## config.mk

```make
export PLATFORM = sky130hd
export DESIGN_NAME = inst_rom_arb
export DESIGN_NICKNAME = d
export VERILOG_FILES = /design/src/rtl/inst_rom_arb_pkg.sv /design/src/rtl/inst_rom_arb_sel.sv /design/src/rtl/inst_rom_arb.sv
export SDC_FILE = /design/constraint.sdc
export NUM_CORES = 1
export LEC_CHECK = 0
export BUFFER_PORTS_ARGS = -buffer_cell sky130_fd_sc_hd__buf_4
export CAP_MARGIN = 20
export CORE_UTILIZATION = 45
export CTS_CLUSTER_SIZE = 14
export DETAILED_ROUTE_END_ITERATION = 12
export MAX_ROUTING_LAYER = met4
export PLACE_DENSITY = 0.83
export REMOVE_ABC_BUFFERS = 1
export SYNTH_ARGS = -nofsm -noshare
export SYNTH_HDL_FRONTEND = slang
export SYNTH_SLANG_ARGS = --single-unit
```

## constraint.sdc

```tcl
create_clock -name clk -period 3.4 [get_ports clk]
set_input_delay 0 -clock clk [delete_from_list [all_inputs] [get_ports clk]]
set_output_delay 0 -clock clk [all_outputs]
set_load 0.01 [all_outputs]
```

## src/rtl/inst_rom_arb_pkg.sv

```systemverilog
// Shared definitions for the instruction ROM arbiter: bus width defaults,
// ROM geometry, chip-enable levels and the response-owner encoding.
package inst_rom_arb_pkg;

  localparam int ADDR_W_DEF       = 32;
  localparam int DATA_W_DEF       = 32;
  localparam int InstMemNumLog2   = 17;
  localparam int DBG_MAX_WAIT_DEF = 8;

  localparam logic [31:0] ZeroWord    = 32'h0000_0000;
  localparam logic        ChipEnable  = 1'b1;
  localparam logic        ChipDisable = 1'b0;

  // Who receives the word registered at the previous edge
  typedef enum logic [1:0] {
    RSP_NONE    = 2'd0,
    RSP_CPU     = 2'd1,
    RSP_DBG     = 2'd2,
    RSP_DBG_ERR = 2'd3
  } rsp_owner_t;

endpackage

```

## src/rtl/inst_rom_arb_sel.sv

```systemverilog
// Combinational grant selection, debug address check and ROM drive for
// the instruction ROM arbiter.
module inst_rom_arb_sel
  import inst_rom_arb_pkg::*;
#(
  parameter int ADDR_W       = ADDR_W_DEF,
  parameter int MEM_LOG2     = InstMemNumLog2,
  parameter int DBG_MAX_WAIT = DBG_MAX_WAIT_DEF,
  parameter int CNT_W        = 4
) (
  input  logic              rst,
  input  logic              cpu_req,
  input  logic [ADDR_W-1:0] cpu_addr,
  input  logic              dbg_req,
  input  logic [ADDR_W-1:0] dbg_addr,
  input  logic [CNT_W-1:0]  wait_cnt,
  output logic              cpu_gnt,
  output logic              dbg_gnt,
  output logic              rom_ce,
  output logic [ADDR_W-1:0] rom_addr,
  output logic              dbg_bad
);

  logic dbg_force;
  logic hi_bad;
  logic lo_bad;

  // Any address bit beyond the ROM word index makes a debug access illegal
  generate
    if (ADDR_W > MEM_LOG2 + 2) begin : g_hi_check
      assign hi_bad = |dbg_addr[ADDR_W-1:MEM_LOG2+2];
    end else begin : g_no_hi_check
      assign hi_bad = 1'b0;
    end
  endgenerate

  assign lo_bad    = |dbg_addr[1:0];
  assign dbg_bad   = lo_bad | hi_bad;
  assign dbg_force = (wait_cnt == CNT_W'(DBG_MAX_WAIT));

  always_comb begin
    cpu_gnt  = 1'b0;
    dbg_gnt  = 1'b0;
    rom_ce   = ChipDisable;
    rom_addr = '0;
    if (rst) begin
      if (dbg_req && (dbg_force || !cpu_req)) begin
        dbg_gnt = 1'b1;
      end else if (cpu_req) begin
        cpu_gnt = 1'b1;
      end
    end
    // Bad debug addresses are granted but never reach the ROM
    if (cpu_gnt) begin
      rom_ce   = ChipEnable;
      rom_addr = cpu_addr;
    end else if (dbg_gnt && !dbg_bad) begin
      rom_ce   = ChipEnable;
      rom_addr = dbg_addr;
    end
  end

endmodule

```

## src/rtl/inst_rom_arb.sv

```systemverilog
// Shares the single-ported instruction ROM between CPU fetch and a debug
// read port, returning the registered word one cycle after the grant.
module inst_rom_arb
  import inst_rom_arb_pkg::*;
#(
  parameter int ADDR_W       = ADDR_W_DEF,
  parameter int DATA_W       = DATA_W_DEF,
  parameter int MEM_LOG2     = InstMemNumLog2,
  parameter int DBG_MAX_WAIT = DBG_MAX_WAIT_DEF
) (
  input  logic              clk,
  input  logic              rst,
  input  logic              cpu_req,
  input  logic [ADDR_W-1:0] cpu_addr,
  output logic              cpu_gnt,
  output logic              cpu_rvalid,
  output logic [DATA_W-1:0] cpu_rdata,
  input  logic              dbg_req,
  input  logic [ADDR_W-1:0] dbg_addr,
  output logic              dbg_gnt,
  output logic              dbg_rvalid,
  output logic [DATA_W-1:0] dbg_rdata,
  output logic              dbg_err,
  output logic              rom_ce,
  output logic [ADDR_W-1:0] rom_addr,
  input  logic [DATA_W-1:0] rom_inst
);

  localparam int CNT_W = $clog2(DBG_MAX_WAIT + 1);

  logic [CNT_W-1:0] wait_cnt;
  logic             dbg_bad;
  rsp_owner_t       rsp_owner;
  rsp_owner_t       rsp_next;

  inst_rom_arb_sel #(
    .ADDR_W       (ADDR_W),
    .MEM_LOG2     (MEM_LOG2),
    .DBG_MAX_WAIT (DBG_MAX_WAIT),
    .CNT_W        (CNT_W)
  ) u_sel (
    .rst      (rst),
    .cpu_req  (cpu_req),
    .cpu_addr (cpu_addr),
    .dbg_req  (dbg_req),
    .dbg_addr (dbg_addr),
    .wait_cnt (wait_cnt),
    .cpu_gnt  (cpu_gnt),
    .dbg_gnt  (dbg_gnt),
    .rom_ce   (rom_ce),
    .rom_addr (rom_addr),
    .dbg_bad  (dbg_bad)
  );

  // Counts consecutive lost cycles of a pending debug request
  always_ff @(posedge clk or negedge rst) begin
    if (!rst) begin
      wait_cnt <= '0;
    end else if (!dbg_req || dbg_gnt) begin
      wait_cnt <= '0;
    end else if (wait_cnt != CNT_W'(DBG_MAX_WAIT)) begin
      wait_cnt <= wait_cnt + CNT_W'(1);
    end
  end

  always_ff @(posedge clk or negedge rst) begin
    if (!rst) begin
      rsp_owner <= RSP_NONE;
    end else begin
      rsp_owner <= rsp_next;
    end
  end

  always_comb begin
    rsp_next = RSP_NONE;
    if (cpu_gnt) begin
      rsp_next = RSP_CPU;
    end else if (dbg_gnt) begin
      rsp_next = dbg_bad ? RSP_DBG_ERR : RSP_DBG;
    end
  end

  // Only the granted side captures; the other side's word is held
  always_ff @(posedge clk or negedge rst) begin
    if (!rst) begin
      cpu_rdata <= '0;
      dbg_rdata <= '0;
    end else begin
      if (cpu_gnt) begin
        cpu_rdata <= rom_inst;
      end
      if (dbg_gnt) begin
        dbg_rdata <= dbg_bad ? DATA_W'(ZeroWord) : rom_inst;
      end
    end
  end

  assign cpu_rvalid = (rsp_owner == RSP_CPU);
  assign dbg_rvalid = (rsp_owner == RSP_DBG) || (rsp_owner == RSP_DBG_ERR);
  assign dbg_err    = (rsp_owner == RSP_DBG_ERR);

endmodule
```

# --- Yosys cells after proc, flatten, opt, wreduce, memory -nomap -nowiden ---
# Cells that the tools add are included.
word_totals:
  register_bits: 70
  latchBits: 0
  ramBits: 0
  rom_bits: 0
  in_bits: 100
  output_inout_bits: 102
  word_cells: 37
  n_memories: 0
classes:
  n_addsub: 1
  n_mul: 0
  n_div: 0
  n_lt_le_gt_ge: 0
  eq_ne: 5
  shifts: 0
  muxes: 15
  bitwise_logic: 1
  reduce_logical: 11
op_table:
  columns: ["operator", "count"]
  rows:
  - ["32-bit 2-to-1 mux", 3]
  - ["13-bit OR reduction", 1]
  - ["1-bit 2-to-1 mux", 8]
  - ["4-bit 2-to-1 mux", 2]
  - ["4-bit by 1-bit adder with 4-bit output (second input constant)", 1]
  - ["2-bit == test (second input constant)", 2]
  - ["4-bit == test (second input constant)", 1]
  - ["2-bit 2-to-1 mux", 2]
  - ["4-bit inequality test (second input constant)", 1]
  - ["1-bit zero test", 3]
  - ["1-bit logical OR", 3]
  - ["2-bit by 1-bit == test with 1-bit output (second input constant)", 1]
  - ["1-bit logical AND", 2]
  - ["2-bit nonzero test", 1]
  - ["2-bit OR reduction", 1]
  - ["1-bit bitwise OR", 1]

# --- Logic depth before layout (Yosys ltp) ---
depth:
  word_depth: 8
  depth_mapped: 8
  ltp_nobuf: 5

# --- By module ---
# From an unflattened synthesis, not the netlist that was laid out.
hier_totals:
  hier_cells: 285
  hier_area_um2: 3410.8
modules_own_cells:
  columns: ["mod", "n_inst", "cells_each", "area_per_inst_um2", "seq_area_each_um2"]
  rows:
  - ["inst_rom_arb", 1, 234, 2992.9, 1751.7]
  - ["inst_rom_arb_sel", 1, 51, 417.9, 0.0]

# --- Worst setup path before layout ---
# Ideal clock, no wire load.
synth_path:
  kind: "reg-to-output"
  from: "register wait_cnt[0]"
  to: "output rom_addr[10]"
  arrival_ps: 1672
  required_ps: 3400
  slack_ps: 1728
  stages_incl_launch_ff: 9
  path_buffers: 3
  path_cell_list: "dfrtp_1 > inv_1 > ha_1 > and3b_1 > buf_2 > o211a_1 > buf_6 > buf_6 > a32o_1"
synth_between:
  elab_chain_len: 8
  word_cells_on_any_way: 10
  cone_classes: "eq/ne: 1; mux: 6; reduce/logical: 3"
synth_lines:
  columns: ["element", "line_no", "rtl"]
  rows:
  - ["start, declared", "inst_rom_arb.sv:31", "logic [CNT_W-1:0] wait_cnt;"]
  - ["start signal, assigned", "inst_rom_arb.sv:62", "wait_cnt <= wait_cnt + CNT_W'(1);"]
  - ["4-bit == test *", "inst_rom_arb_sel.sv:39", "assign dbg_force = (wait_cnt == CNT_W'(DBG_MAX_WAIT));"]
  - ["1-bit logical OR *", "inst_rom_arb_sel.sv:47", "if (dbg_req && (dbg_force || !cpu_req)) begin"]
  - ["1-bit logical AND *", "inst_rom_arb_sel.sv:47", null]
  - ["1-bit 2-to-1 mux", "inst_rom_arb_sel.sv:47", null]
  - ["1-bit 2-to-1 mux", "inst_rom_arb_sel.sv:46", "if (rst) begin"]
  - ["1-bit logical AND", "inst_rom_arb_sel.sv:57", "end else if (dbg_gnt && !dbg_bad) begin"]
  - ["32-bit 2-to-1 mux", "inst_rom_arb_sel.sv:57", null]
  - ["32-bit 2-to-1 mux *", "inst_rom_arb_sel.sv:54", "if (cpu_gnt) begin"]
  - ["end, declared", "inst_rom_arb.sv:25", "output logic [ADDR_W-1:0] rom_addr,"]
# Mark *: on every way between the ends. The rest lies on a longest branch, timed or not.

# --- Worst setup path after layout ---
layout_path:
  from: "register wait_cnt[0]"
  to: "output rom_addr[8]"
# Same word-level chain as after synthesis.

==> impl_metrics.json <==
{
  "switching_share_pct": 25.6,
  "switching_power_uw": 518,
  "cts.sinks": 70,
  "via_count": 3272,
  "synthArstFlopShare_pct": 100,
  "syn_to_final_growth_pct": 61.6,
  "h-tree-depth": 3,
  "floorplan.initialDensity_pct": 46.5,
  "critPathMaxStageDelay_ns": 0.72,
  "grt_util_met2_pct": 41.5,
  "min_period_ns": 2.88,
  "rows": 31,
  "post-route-period-util_pct": 84.7,
  "crit_slowest_cell": "and3b_2",
  "die_x_um": 88.3,
  "synth-edff-count": 0,
  "critPathKind": "register to output port",
  "synth_top_area_share_pct": 52.2,
  "grt_max_degree": 63,
  "finalNonFillerCells": 612,
  "cap_violations": 0,
  "finalSetupViolCount": 0,
  "diodes": 0,
  "netlist_top_cells_area": "dfrtp_1 52%, mux2_2 11%, o2111ai_1 8.4%",
  "portBuffers": 201,
  "power_leakage_nw": 2.54,
  "clk_path_buf_depth": 2,
  "crit_path_end_kind": "output port",
  "grt_pass1_vias": 3128,
  "ys_ff_latch": 70,
  "register_area_sq_mm": 0.00175,
  "dp.cells": 564,
  "slew_headroom_pct": 47.0,
  "wl_mm": 10.5,
  "cellInternalPower_mw": 1.50,
  "skew_ns": 0.0132,
  "dr.first_iter.drc_count": 216,
  "hp-class": "primary input to register",
  "die_area_sq_mm": 0.00780,
  "grt_pass1_wl_mm": 15.7,
  "status": "completed",
  "cp_max_fo": 40,
  "reg2reg_slack_ns": 0.76,
  "coreArea_sq_mm": 0.00721,
  "busiest_layer": "met2",
  "dp_hpwl_mm": 6.83,
  "postCtsResizedCells": 0,
  "slew_violations": 0,
  "cp.arrival_ns": 2.88,
  "yosysTopAreaCell": "dfrtp_1",
  "io_pins": 202,
  "vias_per_cell": 5.35,
  "multi_input_area_sq_mm": 0.00133,
  "detail_route.wl_per_cell_um": 17.2,
  "rsz0062_at_grt": "no",
  "fmaxAchievable_mhz": 347,
  "clock_power_share_pct": 31.4,
  "vdd_drop_max_mv": 0.293,
  "grt_usage_pct": 27.5,
  "fin_setup_tns_ns": 0,
  "ys_seq_area_share_pct": 52.2,
  "final_hold_viol_count": 0,
  "root_buffer": "clkbuf_8",
  "yosys_warnings": 0,
  "worstMarginPinSlew_ns": 0.795,
  "power_density_mw_per_mm2": 373,
  "fin_nets": 611,
  "drtPass1Iterations": 4,
  "numCtsBuffers": 9,
  "place.gp.congestion": 0.756,
  "die_h_um": 88.3,
  "path_cells": "inv_1 > ha_1 > and3b_2 > o211a_2 > buf_12 > a32o_1 > buf_4",
  "grt_util_met3_pct": 5.60,
  "yosys.cell_types.count": 29,
  "antenna_found_initial": 0,
  "synthFlopType": "dfrtp_1",
  "grt_overflow": 0,
  "required_ns": 3.40,
  "start_kind": "register",
  "drc": 0,
  "p_comb_share_pct": 22.5,
  "synthCells": 293,
  "ant_nets": 0,
  "drive_above_1_share_pct": 49.7,
  "seq_power_share_pct": 46.2,
  "cts_tree": "yes",
  "syn_area_sq_mm": 0.00335,
  "whs_ns": 0.137,
  "nFillCells": 503,
  "grtUsageMet1_pct": 37.7,
  "clkSlewWorstSetupHoldPaths_ns": 0.07,
  "clock_latency_ns": 0.34,
  "avgSynthCellArea_sq_um": 11.4
}
## synth_stat cells (2+ instances only)
cell and instances:
a21o_1 2, a32o_1 17, and2_1 16, buf_2 13, buf_6 2, clkbuf_1 18
dfrtp_1 70, ha_1 2, inv_1 34, mux2_2 32, nor3b_1 3, nor4_1 3
o2111ai_1 32, o211a_1 2, o22ai_1 32, xnor2_1 2
## cells by family (layout without fill, tap and decap cells)
family / after synthesis / after routing / share of synthesized area, %
multiplexers: 33 / 33 / 11.0
AO/OA/AOI/OAI: 86 / 86 / 20.6
XOR/XNOR: 3 / 3 / 0.783
adder cells (fa/ha/maj): 2 / 2 / 0.746
flip-flops: 70 / 70 / 52.2
buffers and inverters: 69 / 289 / 8.65
AND/OR/NAND/NOR: 30 / 30 / 5.97
## stage by stage
| step | setup WS [ns] | util, % | instance area, sq um | power [mW] |
|---|---|---|---|---|
| finish | 0.521 | 75.1 | 5420 | 2.02 |
| global route | 0.366 | 75.1 | 5420 | 2.11 |
| CTS | 0.530 | 75.1 | 5420 | 2.03 |
| detailed placement | 0.803 | 68.0 | 4900 | 1.37 |
| global placement | 0.895 | 68.0 | 4900 | 1.35 |
| floorplan | -1.14 | - | 3200 | 1.09 |
## what timing repair did
item	4_1_cts	5_1_grt
setup buffers	0	0
hold buffers	33	0
endpoints found under the hold margin	92	0
## critical path: cells and delay by family, from the launching register on
kind            cells  cell delay, ns
compound gates      2            0.77
fa+ha+maj           1            0.14
buf+inv             3            0.50
flops               1            0.40
simple gates        1            0.72
## placed cells by master, fill, tap and decap left out, types with 3 or more instances in the layout
cell / netlist / final
inv_1: 34 / 34
nor4_1: 3 / 3
dlygate4sd3_1: 0 / 33
dfrtp_1: 70 / 70
a32o_1: 17 / 17
mux2_2: 32 / 32
o2111ai_1: 32 / 32
clkbuf_8: 0 / 13
buf_4: 0 / 204
o22ai_1: 32 / 32
and2_1: 16 / 16
nor3b_1: 3 / 3
## power by group through the flow
stage / Sequential (mW) / Combinational (mW) / Clock (mW)
5_1_grt: 0.939 / 0.487 / 0.684
3_5_place_dp: 0.946 / 0.420 / 0
4_1_cts: 0.931 / 0.452 / 0.644
2_1_floorplan: 0.970 / 0.122 / 0
3_3_place_gp: 0.942 / 0.411 / 0
6_report: 0.933 / 0.454 / 0.634
## final timing paths
| kind | start | to | cells after the start |
|---|---|---|---|
| min in group asynchronous | rst | cpu_rdata[30] | 2 |
| setup / recovery | wait_cnt[0] | rom_addr[8] | 7 |
| hold / removal | dbg_req | rsp_owner[1] | 2 |
| hold reg to reg | cpu_rdata[21] | cpu_rdata[21] | 1 |
| setup reg to reg | wait_cnt[0] | cpu_rdata[5] | 6 |
| max in group asynchronous | rst | dbg_rdata[1] | 3 |
## area by class of cell
class	count	area share [%]
clock buffer	15	3.44
inverter	35	2.42
multi-input combinational	154	24.4
sequential	70	32.3
tap	99	2.29
timing repair buffer	239	35.1
## registers in the layout, summed over array words and instances (netlist names)
register   flops
wait_cnt       4
dbg_rdata     32
rsp_owner      2
cpu_rdata     32
## metal layers
metal / part of all wire [%] / vias to the layer above
li1: - / 1537
met1: 43 / 1575
met2: 49 / 151
met3: 6.7 / 9
met4: 0.74 / 0
met5: 0 / -
(Power assumes the default switching activity.)
